### src/rtl/mult_err_pkg.sv
// rtl/mult_err_pkg.sv - shared FSM state type and width helpers for mult_err_monitor
package mult_err_pkg;

    typedef enum logic [1:0] {
        IDLE  = 2'd0,
        RUN   = 2'd1,
        DRAIN = 2'd2,
        DONE  = 2'd3
    } state_t;

    // Product / error distance width
    function automatic int prod_w(input int n);
        return 2 * n;
    endfunction

    // Exact-match counter width: must hold 2^(2N)
    function automatic int cnt_w(input int n);
        return 2 * n + 1;
    endfunction

    // Error sum width: 2^(2N) terms of at most 2N bits
    function automatic int sum_w(input int n);
        return 4 * n;
    endfunction

    // Squared error sum width: 2^(2N) terms of at most 4N bits
    function automatic int sq_w(input int n);
        return 6 * n;
    endfunction

endpackage

### src/rtl/mult_err_acc.sv
// rtl/mult_err_acc.sv - error accumulators with one-cycle capture stage
// Optional squared-error sum enabled by MULT_ERR_SQ_EN.
module mult_err_acc
    import mult_err_pkg::*;
#(
    parameter int N = 4
) (
    input  logic                   clk,
    input  logic                   rst_n,
    input  logic                   clr_i,
    input  logic                   cap_i,
    input  logic [N-1:0]           a_i,
    input  logic [N-1:0]           b_i,
    input  logic [prod_w(N)-1:0]   y_i,
    output logic [cnt_w(N)-1:0]    correct_cnt_o,
    output logic [sum_w(N)-1:0]    err_sum_o,
`ifdef MULT_ERR_SQ_EN
    output logic [sq_w(N)-1:0]     sq_err_sum_o,
`endif
    output logic [prod_w(N)-1:0]   max_err_o
);

    localparam int PW  = prod_w(N);
    localparam int CW  = cnt_w(N);
    localparam int SW  = sum_w(N);

    logic [PW-1:0] prod;
    logic [PW-1:0] diff;

    logic          vld_d, vld_q;
    logic          hit_d, hit_q;
    logic [PW-1:0] err_d, err_q;
    logic [CW-1:0] cnt_d, cnt_q;
    logic [SW-1:0] sum_d, sum_q;
    logic [PW-1:0] max_d, max_q;
`ifdef MULT_ERR_SQ_EN
    localparam int QW = sq_w(N);
    logic [QW-1:0] sq_d, sq_q;
`endif

    // Stage 1 captures the error of the pair driven this cycle; stage 2 folds it in next cycle.
    always_comb begin
        prod  = PW'(a_i) * PW'(b_i);
        diff  = (prod >= y_i) ? (prod - y_i) : (y_i - prod);
        vld_d = cap_i;
        err_d = diff;
        hit_d = (diff == '0);
        cnt_d = cnt_q;
        sum_d = sum_q;
        max_d = max_q;
`ifdef MULT_ERR_SQ_EN
        sq_d  = sq_q;
`endif
        if (clr_i) begin
            vld_d = 1'b0;
            cnt_d = '0;
            sum_d = '0;
            max_d = '0;
`ifdef MULT_ERR_SQ_EN
            sq_d  = '0;
`endif
        end else if (vld_q) begin
            cnt_d = cnt_q + CW'(hit_q);
            sum_d = sum_q + SW'(err_q);
            if (err_q > max_q) begin
                max_d = err_q;
            end
`ifdef MULT_ERR_SQ_EN
            sq_d  = sq_q + QW'(err_q) * QW'(err_q);
`endif
        end
    end

    always_ff @(posedge clk) begin
        if (!rst_n) begin
            vld_q <= 1'b0;
            hit_q <= 1'b0;
            err_q <= '0;
            cnt_q <= '0;
            sum_q <= '0;
            max_q <= '0;
`ifdef MULT_ERR_SQ_EN
            sq_q  <= '0;
`endif
        end else begin
            vld_q <= vld_d;
            hit_q <= hit_d;
            err_q <= err_d;
            cnt_q <= cnt_d;
            sum_q <= sum_d;
            max_q <= max_d;
`ifdef MULT_ERR_SQ_EN
            sq_q  <= sq_d;
`endif
        end
    end

    assign correct_cnt_o = cnt_q;
    assign err_sum_o     = sum_q;
    assign max_err_o     = max_q;
`ifdef MULT_ERR_SQ_EN
    assign sq_err_sum_o  = sq_q;
`endif

endmodule

### src/rtl/mult_err_monitor.sv
// rtl/mult_err_monitor.sv - exhaustive sweep FSM and operand counter for an external multiplier
// Optional sq_err_sum output enabled by MULT_ERR_SQ_EN.
module mult_err_monitor
    import mult_err_pkg::*;
#(
    parameter int N = 4
) (
    input  logic                   clk,
    input  logic                   rst_n,
    input  logic                   start,
    output logic [N-1:0]           a_out,
    output logic [N-1:0]           b_out,
    input  logic [prod_w(N)-1:0]   y_in,
    output logic                   busy,
    output logic                   done,
    output logic [cnt_w(N)-1:0]    correct_cnt,
    output logic [sum_w(N)-1:0]    err_sum,
`ifdef MULT_ERR_SQ_EN
    output logic [sq_w(N)-1:0]     sq_err_sum,
`endif
    output logic [prod_w(N)-1:0]   max_err
);

    localparam int PW = prod_w(N);

    state_t        state_d, state_q;
    logic [PW-1:0] cnt_d, cnt_q;
    logic          clr;
    logic          cap;

    always_comb begin
        state_d = state_q;
        cnt_d   = cnt_q;
        clr     = 1'b0;
        cap     = 1'b0;
        case (state_q)
            IDLE, DONE: begin
                if (start) begin
                    state_d = RUN;
                    cnt_d   = '0;
                    clr     = 1'b1;
                end
            end
            RUN: begin
                cap   = 1'b1;
                cnt_d = cnt_q + PW'(1);
                // Last pair is on the outputs; the counter wraps to zero on the way out.
                if (cnt_q == {PW{1'b1}}) begin
                    state_d = DRAIN;
                end
            end
            DRAIN:   state_d = DONE;
            default: state_d = IDLE;
        endcase
    end

    always_ff @(posedge clk) begin
        if (!rst_n) begin
            state_q <= IDLE;
            cnt_q   <= '0;
        end else begin
            state_q <= state_d;
            cnt_q   <= cnt_d;
        end
    end

    assign a_out = cnt_q[PW-1:N];
    assign b_out = cnt_q[N-1:0];
    assign busy  = (state_q == RUN) || (state_q == DRAIN);
    assign done  = (state_q == DONE);

    mult_err_acc #(
        .N (N)
    ) u_acc (
        .clk           (clk),
        .rst_n         (rst_n),
        .clr_i         (clr),
        .cap_i         (cap),
        .a_i           (a_out),
        .b_i           (b_out),
        .y_i           (y_in),
        .correct_cnt_o (correct_cnt),
        .err_sum_o     (err_sum),
`ifdef MULT_ERR_SQ_EN
        .sq_err_sum_o  (sq_err_sum),
`endif
        .max_err_o     (max_err)
    );

endmodule

### config.mk
export PLATFORM = sky130hd
export DESIGN_NAME = mult_err_monitor
export DESIGN_NICKNAME = d
export VERILOG_FILES = /design/src/rtl/mult_err_pkg.sv /design/src/rtl/mult_err_acc.sv /design/src/rtl/mult_err_monitor.sv
export SDC_FILE = /design/constraint.sdc
export NUM_CORES = 1
export LEC_CHECK = 0
export BUFFER_PORTS_ARGS = -buffer_cell sky130_fd_sc_hd__buf_2
export CAP_MARGIN = 10
export CORE_MARGIN = 2
export CORE_UTILIZATION = 60
export DETAILED_ROUTE_END_ITERATION = 8
export PLACE_DENSITY = 0.83
export SLEW_MARGIN = 15
export SYNTH_ARGS = -nofsm -noshare
export SYNTH_HDL_FRONTEND = slang
export SYNTH_HIERARCHICAL = 1
export SYNTH_SLANG_ARGS = --single-unit
export TNS_END_PERCENT = 50
### constraint.sdc
create_clock -name clk -period 9.5 [get_ports clk]
set_clock_uncertainty 0.15 [all_clocks]
set_input_delay 0.95 -clock clk [delete_from_list [all_inputs] [get_ports clk]]
set_output_delay 0.95 -clock clk [all_outputs]
set_load 0.01 [all_outputs]
==> impl_results.md, run 1 <==
- Clock sink total: 53
- Worst R2R Start: cnt_q[2]
- # Post-CTS Setup Buffers: 0
- Row count: 28
- Clock edge transition at the registers on the reported setup and hold paths: 0.10 ns
- Final setup TNS: 0 ns
- Layout Nets: 559
- LEAKAGE: 1.96 nW
- Slew of the pin with the lowest slew margin: 0.643 ns
- Placed Instance Area: 4110 µm²
- Worst slew margin relative to its limit: 56.7%
- Synth Area per Inst: 8.62 µm²
- Antenna violations before repair: 0
- Top cells by area, synth: dfxtp_1, ha_1, inv_1
- Unrepaired setup endpoints after global routing: no
- Share of the clock period used by the worst path: 51.3%
- Average detailed-routed wire length per instance: 13.9 µm
- Via Count: 3239
- Critical Path RT: 9.58 ns
- Hold-fix buffers at CTS: 0
- Maximum fanout count along the critical path: 11
- Number of DRC violations after detailed routing: 0
- Worst r2r path cells: 17
- Horizontal die dimension: 83.5 µm
- Warnings from Yosys: 6
- Sink of the worst hold path: u_acc/correct_cnt_o[8]
- Post-layout worst setup margin: 4.63 ns
- Busiest metal layer after global routing: met2
- Worst reg2reg path endpoint: u_acc/hit_q
- Internal portion of total power: 0.000374 W
- Class of the tightest hold or removal check: reg -> reg
- Number of nets with antenna violations after routing: 0
- Synth cell types: 55
- Clock tree root driver cell: clkbuf_8
- Quantity of I/O buffers inserted on ports: 53
- Final core utilization: 70.0%
- Number of optimization iterations in the first detailed-route pass: 5
- Critical path class: reg -> reg
- Power per cell area: 133 nW/µm²
- Cell type contributing the most total cell area after synthesis: dfxtp_1
- Die area: 6970 µm²
- DP Wirelength: 6010 µm
- Sequential group share of total power: 45.2%
- Hold Fails Final Rpt: 0
- Met1 demand-to-capacity share in global routing: 29.6%
- Minimum period implied by the final worst setup slack: 4.87 ns
- Crit-path slowest cell: dfxtp_1
- Endpoint type of the worst setup path: flop
- Commonest cells after routing, fill and taps aside: dfxtp_1, buf_2, ha_1
- Overall routed net length: 7910 µm
- Hold_sp: u_acc/correct_cnt_o[8]
- Startpoint Class: flop
- Global-route met3 utilization: 2.77%
- Final number of max-transition violations: 0
- Peak VDD IR: 0.0995 mV
- Post-synthesis sequential area ratio: 28.0%
- Wire length of the first global-routing pass: 13400 µm
- Status: finished clean
- Starting DRC count in detailed routing: 180
- Vias in the first global route: 3029
- Initial Util: 62.9%
- CTS tree: done
- Number of resized instances in the post-cts repair step: 0
- Switching Power: 0.000188 W
- Post-Synthesis Cells: 440
- CTS Buf Count: 5
- Cell breakdown of the critical path: nand2_1 -> fa_1 -> inv_1 -> fa_1 -> ha_1 -> a21o_1 -> a21oi_1 -> o21bai_1 -> a21oi_1 -> xnor2_1 -> ha_1 -> nand4_1 -> o21ai_4 -> mux2i_1 -> xor2_1 -> nand3_1 -> nor3b_2
- Number of flops mapped to enable cells by yosys: 0
- Predominant post-synthesis flop cell: dfxtp_1
- Antenna Diode Count: 0
- Syn_nets: 507
- Number of violations of the max-capacitance limit: 0
- All-layer global routing usage: 22.5%
- Die height: 83.5 µm
- Delay of the slowest cell on the worst path: 0.54 ns
- Clock Power Share: 27.7%
- Post-synthesis async set-or-reset flop share: 0%
- Mapped cell area: 3790 µm²
- Worst reg2reg setup slack: 4.63 ns
- Average via count per standard cell: 5.70
- Pin count of the biggest net entering global routing: 34
- Deepest clock path buffer count: 2
- Flops & latches, synth: 53
- Switching share of power: 33.4%
- Final instance area: 4220 µm²
- Part of the power in combinational logic: 27.1%
- Data arrival time of the critical path: 4.95 ns
- PnR Total Power: 0.000562 W
- Share of cells above drive strength 1: 15.0%
- Number of H-tree levels: 2
- Worst hold path stage count: 2
- DP Worst Slack: 4.71 ns
- Portion of synthesized cell area occupied by the leading cell type: 28.0%
- Clock network latency to the later pin of the worst-skew pair: 0.31 ns
- Max Clock Freq: 0.205 GHz
- Num ports: 54
- RePlAce Congestion: 0.850
- Placeable Area: 6030 µm²
- Number of setup violations in the final report: 0
- Post-synthesis to final-layout area growth: 11.3%
- Met2 usage in global routing: 38.3%
- Global route total overflow: 0
==> power by group through the flow <==
stage | logic (W) | clock network, W | registers (W)
floorplan | 0.000115 | 0 | 0.000254
global placement | 0.000146 | 0 | 0.000258
detailed placement | 0.000150 | 0 | 0.000258
CTS | 0.000152 | 0.000158 | 0.000254
global route | 0.000170 | 0.000167 | 0.000256
finish | 0.000152 | 0.000156 | 0.000254
==> through the flow <==
step | hold WS, ns | instances
after floorplan | 0.341 | 440
after global placement | 0.316 | 560
after detailed placement | 0.335 | 560
after CTS | 0.351 | 568
after global routing | 0.380 | 568
final | 0.345 | 568
==> critical path: cells and delay by family, from the launching register on <==
kind	cells	cell delay (ns)
AOI/OAI and AO/OA	5	1.07
xor gates and xnor gates	2	0.33
adders and majority gates	4	1.68
buffers and inverters	1	0.05
DFF	1	0.54
muxes	1	0.31
and+or+nand+nor	4	0.65
==> synth_stat cells, types with 10 or more instances <==
| library cell | n |
|---|---|
| a21oi_1 | 26 |
| and2_1 | 14 |
| dfxtp_1 | 53 |
| ha_1 | 49 |
| inv_1 | 46 |
| mux2i_1 | 15 |
| nand2_1 | 26 |
| nand3_1 | 10 |
| nor2_1 | 44 |
| o21ai_0 | 19 |
| xnor2_1 | 17 |
| xor2_1 | 10 |
==> registers in the layout, indices dropped and copies added, names as in the netlist <==
name	flops
cnt_q	8
u_acc/vld_q	1
u_acc/err_q	8
u_acc/hit_q	1
u_acc/correct_cnt_o	9
u_acc/err_sum_o	16
u_acc/max_err_o	8
state_q	2
==> worst max-delay path by stage <==
stage,startpoint,end,slack [ns],cells after the start
6_report,cnt_q[2],u_acc/hit_q,4.63,17
5_1_grt,cnt_q[2],u_acc/hit_q,4.39,17
4_1_cts,cnt_q[2],u_acc/hit_q,4.67,17
3_5_place_dp,cnt_q[2],u_acc/hit_q,4.71,17
3_3_place_gp,cnt_q[3],u_acc/hit_q,5.06,17
2_1_floorplan,cnt_q[4],u_acc/hit_q,5.16,18
==> kinds of logic after synthesis <==
family / synth area share (%)
buffers and inverters: 6.14
xor gates and xnor gates: 6.24
adders and majority gates: 19.9
and+or+nand+nor: 18.7
AOI/OAI and AO/OA: 16.4
muxes: 4.62
DFF: 28.0
==> area by class of cell <==
| cell class | instances | area, µm² |
|---|---|---|
| inverters | 48 | 180 |
| fillers | 490 | 1810 |
| clock inverters | 3 | 43.8 |
| repair buffers | 54 | 273 |
| multi-input cells | 330 | 2500 |
| flip-flops and latches | 53 | 1060 |
| clock buffers | 5 | 68.8 |
| well taps | 75 | 93.8 |
==> routing by layer <==
layer	part of all wire, %	routed length, µm
met4	2.1	165
met2	49	3860
met3	4.3	338
met5	0	0
met1	45	3550
No activity file was read; power rests on OpenSTA's default activity.
==> run 2, diff against run 1 <==
--- a/config.mk
+++ b/config.mk
@@ -8,9 +8,9 @@
 export BUFFER_PORTS_ARGS = -buffer_cell sky130_fd_sc_hd__buf_2
 export CAP_MARGIN = 10
 export CORE_MARGIN = 2
-export CORE_UTILIZATION = 60
+export CORE_UTILIZATION = 52
 export DETAILED_ROUTE_END_ITERATION = 8
-export PLACE_DENSITY = 0.83
+export PLACE_DENSITY = 0.76
 export SLEW_MARGIN = 15
 export SYNTH_ARGS = -nofsm -noshare
 export SYNTH_HDL_FRONTEND = slang
==> constraint.sdc (replaced) <==
create_clock -name clk -period 4.3 [get_ports clk]
set_clock_uncertainty 0.15 [all_clocks]
set_input_delay 0.43 -clock clk [delete_from_list [all_inputs] [get_ports clk]]
set_output_delay 0.43 -clock clk [all_outputs]
set_load 0.01 [all_outputs]
==> run 2 against run 1 <==
Net effect:
- clock power grew 76%
- utilization down 8.6 points
- setup slack worse by 4.6 ns
- sequential power increased by 120%
- via count fell by 0.22%
- global-route usage decreased by 1.3 points
- cell area up 4.5%
- flip-flop and latch count unchanged
- critical endpoint unchanged
- highest routed layer unchanged
==> impl_results.md, run 2 (synthesized netlist as in run 1, its figures left out) <==
- Status: finished clean
- Final setup TNS: 0 ns (unchanged)
- Worst reg2reg setup slack: 0.05 ns (-4.58 ns)
- Unrepaired setup endpoints after global routing: yes
- Num ports: 54 (unchanged)
- Data arrival time of the critical path: 4.33 ns (-0.62 ns)
- Endpoint type of the worst setup path: flop
- Layout Nets: 579 (+3.6%)
- Number of setup violations in the final report: 0 (unchanged)
- Number of H-tree levels: 2 (unchanged)
- Sink of the worst hold path: u_acc/hit_q
- Leading cell type in the layout, fill and taps excluded: buf_2
- Clock edge transition at the registers on the reported setup and hold paths: 0.08 ns (-0.02 ns)
- Fill cells: 621 (+27%)
- Slew of the pin with the lowest slew margin: 0.703 ns (+0.0602 ns)
- Final core utilization: 61.4% (-8.6 points)
- Max Clock Freq: 0.235 GHz (+15%)
- Wire length of the first global-routing pass: 13400 µm (+0.16%)
- Critical path class: reg -> reg
- LEAKAGE: 2.05 nW (+4.6%)
- Initial Util: 52.9% (-10 points)
- Met2 usage in global routing: 35.8% (-2.5 points)
- Vias in the first global route: 3020 (-0.30%)
- Power per cell area: 269 nW/µm² (+100%)
- Busiest metal layer after global routing: met2
- Horizontal die dimension: 89.4 µm (+7.1%)
- Global-route met3 utilization: 4.52% (+1.8 points)
- DP Wirelength: 6220 µm (+3.6%)
- Worst reg2reg path endpoint: u_acc/hit_q
- Startpoint Class: flop
- Average detailed-routed wire length per instance: 13.0 µm (-6.7%)
- Number of optimization iterations in the first detailed-route pass: 4 (-1)
- Internal portion of total power: 0.000778 W (+110%)
- Die height: 89.4 µm (+7.1%)
- Number of violations of the max-capacitance limit: 0 (unchanged)
- Class of the tightest hold or removal check: in -> reg
- Sequential group share of total power: 46.4% (+1.2 points)
- Commonest cells after routing, fill and taps aside: buf_2, dfxtp_1, ha_1
- DP Worst Slack: -0.139 ns (-4.85 ns)
- Placeable Area: 7180 µm² (+19%)
- Worst slew margin relative to its limit: 52.7% (-4.0 points)
- Antenna violations before repair: 0 (unchanged)
- Hold-fix buffers at CTS: 0 (unchanged)
- Share of cells above drive strength 1: 20.1% (+5.1 points)
- Via Count: 3232 (-0.22%)
- Quantity of I/O buffers inserted on ports: 53 (unchanged)
- Switching share of power: 34.5% (+1.0 points)
- Overall routed net length: 7950 µm (+0.49%)
- Post-synthesis to final-layout area growth: 16.3%
- Average via count per standard cell: 5.28 (-7.4%)
- Minimum period implied by the final worst setup slack: 4.25 ns (-0.624 ns)
- Antenna Diode Count: 0 (unchanged)
- Post-layout worst setup margin: 0.0514 ns (-4.58 ns)
- Clock Power Share: 23.1% (-4.6 points)
- Clock sink total: 53 (unchanged)
- Deepest clock path buffer count: 2 (unchanged)
- Die area: 7990 µm² (+15%)
- All-layer global routing usage: 21.2% (-1.3 points)
- Number of DRC violations after detailed routing: 0 (unchanged)
- Hold_sp: rst_n
- Peak VDD IR: 0.201 mV (+100%)
- CTS tree: done
- Hold Fails Final Rpt: 0 (unchanged)
- Final number of max-transition violations: 0 (unchanged)
- Share of the clock period used by the worst path: 98.8% (+48 points)
- Critical Path RT: 4.38 ns (-5.20 ns)
- Switching Power: 0.000409 W (+120%)
- Part of the power in combinational logic: 30.4% (+3.3 points)
- CTS Buf Count: 5 (unchanged)
- Worst hold path stage count: 3 (+1)
- Clock tree root driver cell: clkbuf_8
- Met1 demand-to-capacity share in global routing: 27.0% (-2.7 points)
- RePlAce Congestion: 0.964 (+13%)
- Flip-flop count of the largest register, all copies and words added: 16 (unchanged)
- Starting DRC count in detailed routing: 169 (-6.1%)
- Clock network latency to the later pin of the worst-skew pair: 0.31 ns (about the same)
- Maximum fanout count along the critical path: 3 (-8)
- Number of nets with antenna violations after routing: 0 (unchanged)
- Row count: 31 (+11%)
- Worst r2r path cells: 19 (+2)
- Pin count of the biggest net entering global routing: 34 (unchanged)
- Final hold slack: 0.341 ns (-0.00373 ns)
- Global route total overflow: 0 (unchanged)
- Worst R2R Start: cnt_q[4]
run 2: changes by cell type in the layout (fill, tap and decap cells not counted), sizes merged:
| cell | change |
|---|---|
| buf | +20 |
| bufinv | -1 |
| clkbuf | +1 |
| clkinv | -1 |
| clkinvlp | +2 |
| inv | -1 |
run 2: metal layers:
metal	share of wire (%)	vias to the layer above	routed length, µm
met5	0	-	0
met3	4.6	12	366
met4	1.7	0	138
met1	45	1477	3620
li1	-	1664	-
met2	48	79	3830
run 2: worst max-delay path, stage by stage (launching register included):
cell and delay (ns):
dfxtp_2 0.34, nand2_2 0.06, fa_1 0.53, inv_1 0.05, fa_1 0.46, ha_1 0.29, a21o_1 0.16, a21oi_2 0.15
o21bai_1 0.10, a21oi_1 0.18, xnor2_1 0.10, ha_1 0.31, buf_4 0.14, o21a_1 0.13, a21oi_4 0.18, o21ai_0 0.11
a22oi_1 0.24, xnor2_1 0.18, nand3_1 0.14, nor3b_2 0.18
run 2: area by class of cell:
class	instances	area, µm²	share of cell area (%)
Multi-Input combinational cell	330	2530	57.3
Sequential cell	53	1060	24.1
Timing Repair Buffer	74	427	9.68
Inverter	48	180	4.09
Tap cell	99	124	2.81
Clock buffer	6	72.6	1.65
Clock inverter	2	15.0	0.341
run 2: how the worst max path moves through the flow:
stage                        start           to  slack, ns  depth (start not counted)
after CTS                 cnt_q[3]  u_acc/hit_q      0.008                         18
final                     cnt_q[4]  u_acc/hit_q       0.05                         19
after global routing      cnt_q[3]  u_acc/hit_q      -0.18                         17
after global placement    cnt_q[4]  u_acc/hit_q       0.08                         17
after floorplan           cnt_q[5]  u_acc/hit_q       0.02                         18
after detailed placement  cnt_q[4]  u_acc/hit_q      -0.14                         17
run 2: metrics by stage:
| stage | total power (W) | std cells | instance area [µm²] |
|---|---|---|---|
| 4_1_cts | 0.00119 | 609 | 4380 |
| 5_1_grt | 0.00126 | 612 | 4410 |
| 6_report | 0.00119 | 612 | 4410 |
| 2_1_floorplan | 0.000815 | 440 | 3800 |
| 3_5_place_dp | 0.000916 | 596 | 4230 |
| 3_3_place_gp | 0.000904 | 596 | 4230 |
run 2: power groups by stage:
stage	clock [W]	sequential [W]	combinational, W
2_1_floorplan	0	0.000561	0.000255
3_3_place_gp	0	0.000562	0.000342
3_5_place_dp	0	0.000564	0.000353
4_1_cts	0.000283	0.000552	0.000358
5_1_grt	0.000305	0.000557	0.000403
6_report	0.000275	0.000551	0.000361
run 2: repair_timing:
item                                    4_1_cts  5_1_grt
pin swaps                                    12       15
endpoints found under the setup margin        2        7
gates resized for setup                       5        3
setup buffers                                 5        3
==> run 3, diff against run 2 <==
--- a/config.mk
+++ b/config.mk
@@ -5,12 +5,13 @@
 export SDC_FILE = /design/constraint.sdc
 export NUM_CORES = 1
 export LEC_CHECK = 0
+export ABC_AREA = 1
 export BUFFER_PORTS_ARGS = -buffer_cell sky130_fd_sc_hd__buf_2
 export CAP_MARGIN = 10
 export CORE_MARGIN = 2
-export CORE_UTILIZATION = 52
+export CORE_UTILIZATION = 53
 export DETAILED_ROUTE_END_ITERATION = 8
-export PLACE_DENSITY = 0.76
+export PLACE_DENSITY = 0.77
 export SLEW_MARGIN = 15
 export SYNTH_ARGS = -nofsm -noshare
 export SYNTH_HDL_FRONTEND = slang
==> run 3 against run 2 <==
Net effect:
- synthesized area is 9.0% higher
- worst hold slack got worse by 0.022 ns
- cell count grew 26%
- clock-buffer cell count fell by 1
- register-to-register slack improved by 0.19 ns
- largest power group unchanged
==> impl_results.md, run 3 <==
- Critical Path RT: 4.37 ns (about the same)
- Data arrival time of the critical path: 4.12 ns (-0.21 ns)
- Horizontal die dimension: 92.3 µm (+3.3%)
- Part of the power in combinational logic: 29.6% (-0.8 points)
- Compound-gate portion of the synthesized area: 11.8% (-4.7 points)
- Final number of max-transition violations: 0 (unchanged)
- Worst reg2reg setup slack: 0.24 ns (+0.19 ns)
- CTS Buf Count: 5 (unchanged)
- Number of nets with antenna violations after routing: 0 (unchanged)
- Initial Util: 54.1% (+1.2 points)
- Number of optimization iterations in the first detailed-route pass: 4 (unchanged)
- Post-synthesis sequential area ratio: 25.7% (-2.3 points)
- Syn_nets: 675 (+33%)
- Post-synthesis share of cell area spent on and, or, nand and nor gates: 29.3% (+11 points)
- Wire length of the first global-routing pass: 15700 µm (+17%)
- Placeable Area: 7650 µm² (+6.6%)
- Crit. Startpoint: cnt_q[3]
- Clock edge transition at the registers on the reported setup and hold paths: 0.10 ns (+0.02 ns)
- Share of cells above drive strength 1: 14.7% (-5.4 points)
- Portion of synthesized cell area occupied by the leading cell type: 25.7% (-2.3 points)
- Via Count: 3900 (+21%)
- Sequential group share of total power: 46.6% (+0.2 points)
- Flops & latches, synth: 53 (unchanged)
- Vias in the first global route: 3715 (+23%)
- Die area: 8520 µm² (+6.7%)
- Number of DRC violations after detailed routing: 0 (unchanged)
- DP Wirelength: 7180 µm (+15%)
- Overall routed net length: 9020 µm (+13%)
- Minimum period implied by the final worst setup slack: 4.06 ns (-0.194 ns)
- Warnings from Yosys: 6 (unchanged)
- Number of H-tree levels: 2 (unchanged)
- Peak VDD IR: 0.161 mV (-20%)
- Antenna violations before repair: 1 (+1)
- Switching Power: 0.000461 W (+13%)
- Most numerous cell in the Yosys netlist: nand2_1
- CTS tree: done
- Adder-cell share of the synthesized area: 18.2% (-1.6 points)
- Num ports: 54 (unchanged)
- Average detailed-routed wire length per instance: 11.7 µm (-9.7%)
- Pin count of the biggest net entering global routing: 28 (-18%)
- Worst setup path endpoint: u_acc/hit_q
- Post-synthesis async set-or-reset flop share: 0% (unchanged)
- Number of setup violations in the final report: 0 (unchanged)
- Slew of the pin with the lowest slew margin: 0.968 ns (+0.265 ns)
- Worst R2R Start: cnt_q[3]
- Share of the clock period used by the worst path: 94.3% (-4.5 points)
- All-layer global routing usage: 22.0% (+0.74 points)
- Switching share of power: 37.6% (+3.1 points)
- Power per cell area: 265 nW/µm² (-1.7%)
- Portion of netlist area occupied by mux cells: 0% (-4.6 points)
- Internal portion of total power: 0.000765 W (-1.7%)
- Predominant post-synthesis flop cell: dfxtp_1
- Status: finished clean
- Maximum fanout count along the critical path: 6 (+3)
- Post-Synthesis Cells: 608 (+38%)
- Hold Fails Final Rpt: 0 (unchanged)
- Class of the tightest hold or removal check: in -> reg
- Number of violations of the max-capacitance limit: 0 (unchanged)
- Cell type contributing the most total cell area after synthesis: dfxtp_1
- Main combinational cell family by area after synthesis: simple AND/OR/NAND/NOR gates
- PnR Total Power: 0.00123 W (+3.2%)
- Clock Power Share: 23.8% (+0.7 points)
- Worst r2r path cells: 21 (+2)
- Row count: 32 (+3.2%)
- Die height: 92.3 µm (+3.3%)
- Deepest clock path buffer count: 2 (unchanged)
- Top cells by area, synth: dfxtp_1, ha_1, nand2_1
- Worst slew margin relative to its limit: 35.4% (-17 points)
- Most instantiated cells after synthesis: nand2_1, inv_1, dfxtp_1, nor2_1, ha_1
- Final hold slack: 0.319 ns (-0.0220 ns)
- Post-synthesis to final-layout area growth: 12.0%
- Mapped cell area: 4140 µm² (+9.0%)
- Clock sink total: 53 (unchanged)
- RePlAce Congestion: 0.943 (-2.2%)
- LEAKAGE: 2.56 nW (+25%)
- Leading cell type in the layout, fill and taps excluded: nand2_1
- Startpoint Class: flop
- Final setup TNS: 0 ns (unchanged)
- Worst reg2reg path endpoint: u_acc/hit_q
- Flip-flop count of the largest register, all copies and words added: 16 (unchanged)
- Number of flops mapped to enable cells by yosys: 0 (unchanged)
- Critical path class: reg -> reg
- Global route total overflow: 0 (unchanged)
- Starting DRC count in detailed routing: 124 (-27%)
- Worst hold path stage count: 3 (unchanged)
- Commonest cells after routing, fill and taps aside: nand2_1, inv_1, buf_2
- Hold-fix buffers at CTS: 0 (unchanged)
- Layout Nets: 733 (+27%)
- Synth Area per Inst: 6.80 µm² (-21%)
- Antenna Diode Count: 0 (unchanged)
- Endpoint type of the worst setup path: flop
- Quantity of I/O buffers inserted on ports: 53 (unchanged)
- Clock network latency to the later pin of the worst-skew pair: 0.31 ns (about the same)
- Max Clock Freq: 0.247 GHz (+4.8%)
- Xor/xnor share of the synthesized area: 2.97% (-3.3 points)
- Synth cell types: 41 (-25%)
- Clock tree root driver cell: clkbuf_8
- Average via count per standard cell: 5.07 (-4.0%)
run 3: changes by cell type after synthesis, moves of 14 or more:
cell,previous run,this run
a21oi_1,26,46
inv_1,46,115
and2_1,14,0
nand2_1,26,149
mux2i_1,15,0
nand3_1,10,39
run 3: per-layer routing:
metal | track usage (%) | routed length, µm | vias to the layer above
li1 | - | - | 2030
met1 | 27.5 | 4140 | 1788
met2 | 39.8 | 4410 | 69
met3 | 3.50 | 373 | 13
met4 | 4.35 | 98 | 0
met5 | 0 | 0 | -
run 3: area by class of cell:
cell class                 instances  area [µm²]
multi-input combinational        426        2580
sequential                        53        1060
timing repair buffer              59         310
tap                              102         128
fill                             727        3020
clock inverter                     3        25.0
clock buffer                       5        68.8
inverter                         121         454
run 3: power by group through the flow:
stage / clock (W) / sequential [W] / combinational [W]
6_report: 0.000292 / 0.000571 / 0.000363
5_1_grt: 0.000322 / 0.000577 / 0.000414
4_1_cts: 0.000302 / 0.000571 / 0.000362
3_5_place_dp: 0 / 0.000581 / 0.000361
3_3_place_gp: 0 / 0.000580 / 0.000347
2_1_floorplan: 0 / 0.000565 / 0.000284
run 3: worst max-delay path, stage by stage, from the launching register on:
cell,delay (ns)
dfxtp_1,0.37
nand2_1,0.08
fa_1,0.53
inv_1,0.05
fa_1,0.41
ha_1,0.34
a21oi_1,0.15
nand2_1,0.10
a21o_1,0.16
a21oi_1,0.15
xnor2_1,0.14
ha_2,0.35
nand2_4,0.12
inv_1,0.07
a21oi_4,0.17
nand2_1,0.09
nor2_2,0.16
nand2_1,0.10
nand2_1,0.07
nor2_1,0.04
nand3_1,0.08
nor2_1,0.05
run 3: cell families after synthesis:
family          after synthesis
flops                        53
buf+inv                     129
xor+xnor                     14
simple gates                273
fa+ha+maj                    56
compound gates               83
run 3: how the worst min path moves through the flow:
stage,slack (ns),start,end
finish,0.32,rst_n,state_q[1]
global route,0.32,rst_n,state_q[1]
CTS,0.31,rst_n,state_q[1]
detailed placement,0.32,u_acc/max_err_o[5],u_acc/max_err_o[5]
global placement,0.31,u_acc/max_err_o[5],u_acc/max_err_o[5]
floorplan,0.31,state_q[1],state_q[1]
run 3: what timing repair did:
action,CTS,global route
cloned,0,0
endpoints found under the setup margin,1,5
setup buffers,0,1
resized for setup,1,5
pin swaps,0,3
run 3: stage by stage:
stage | worst slack (ns) | utilization (%) | instances | cell area [µm²]
CTS | 0.0756 | 60.3 | 768 | 4610
global route | -0.0240 | 60.6 | 769 | 4630
global placement | 0.206 | 59.1 | 760 | 4520
floorplan | 0.187 | - | 608 | 4140
detailed placement | 0.0137 | 59.1 | 760 | 4520
finish | 0.245 | 60.6 | 769 | 4630
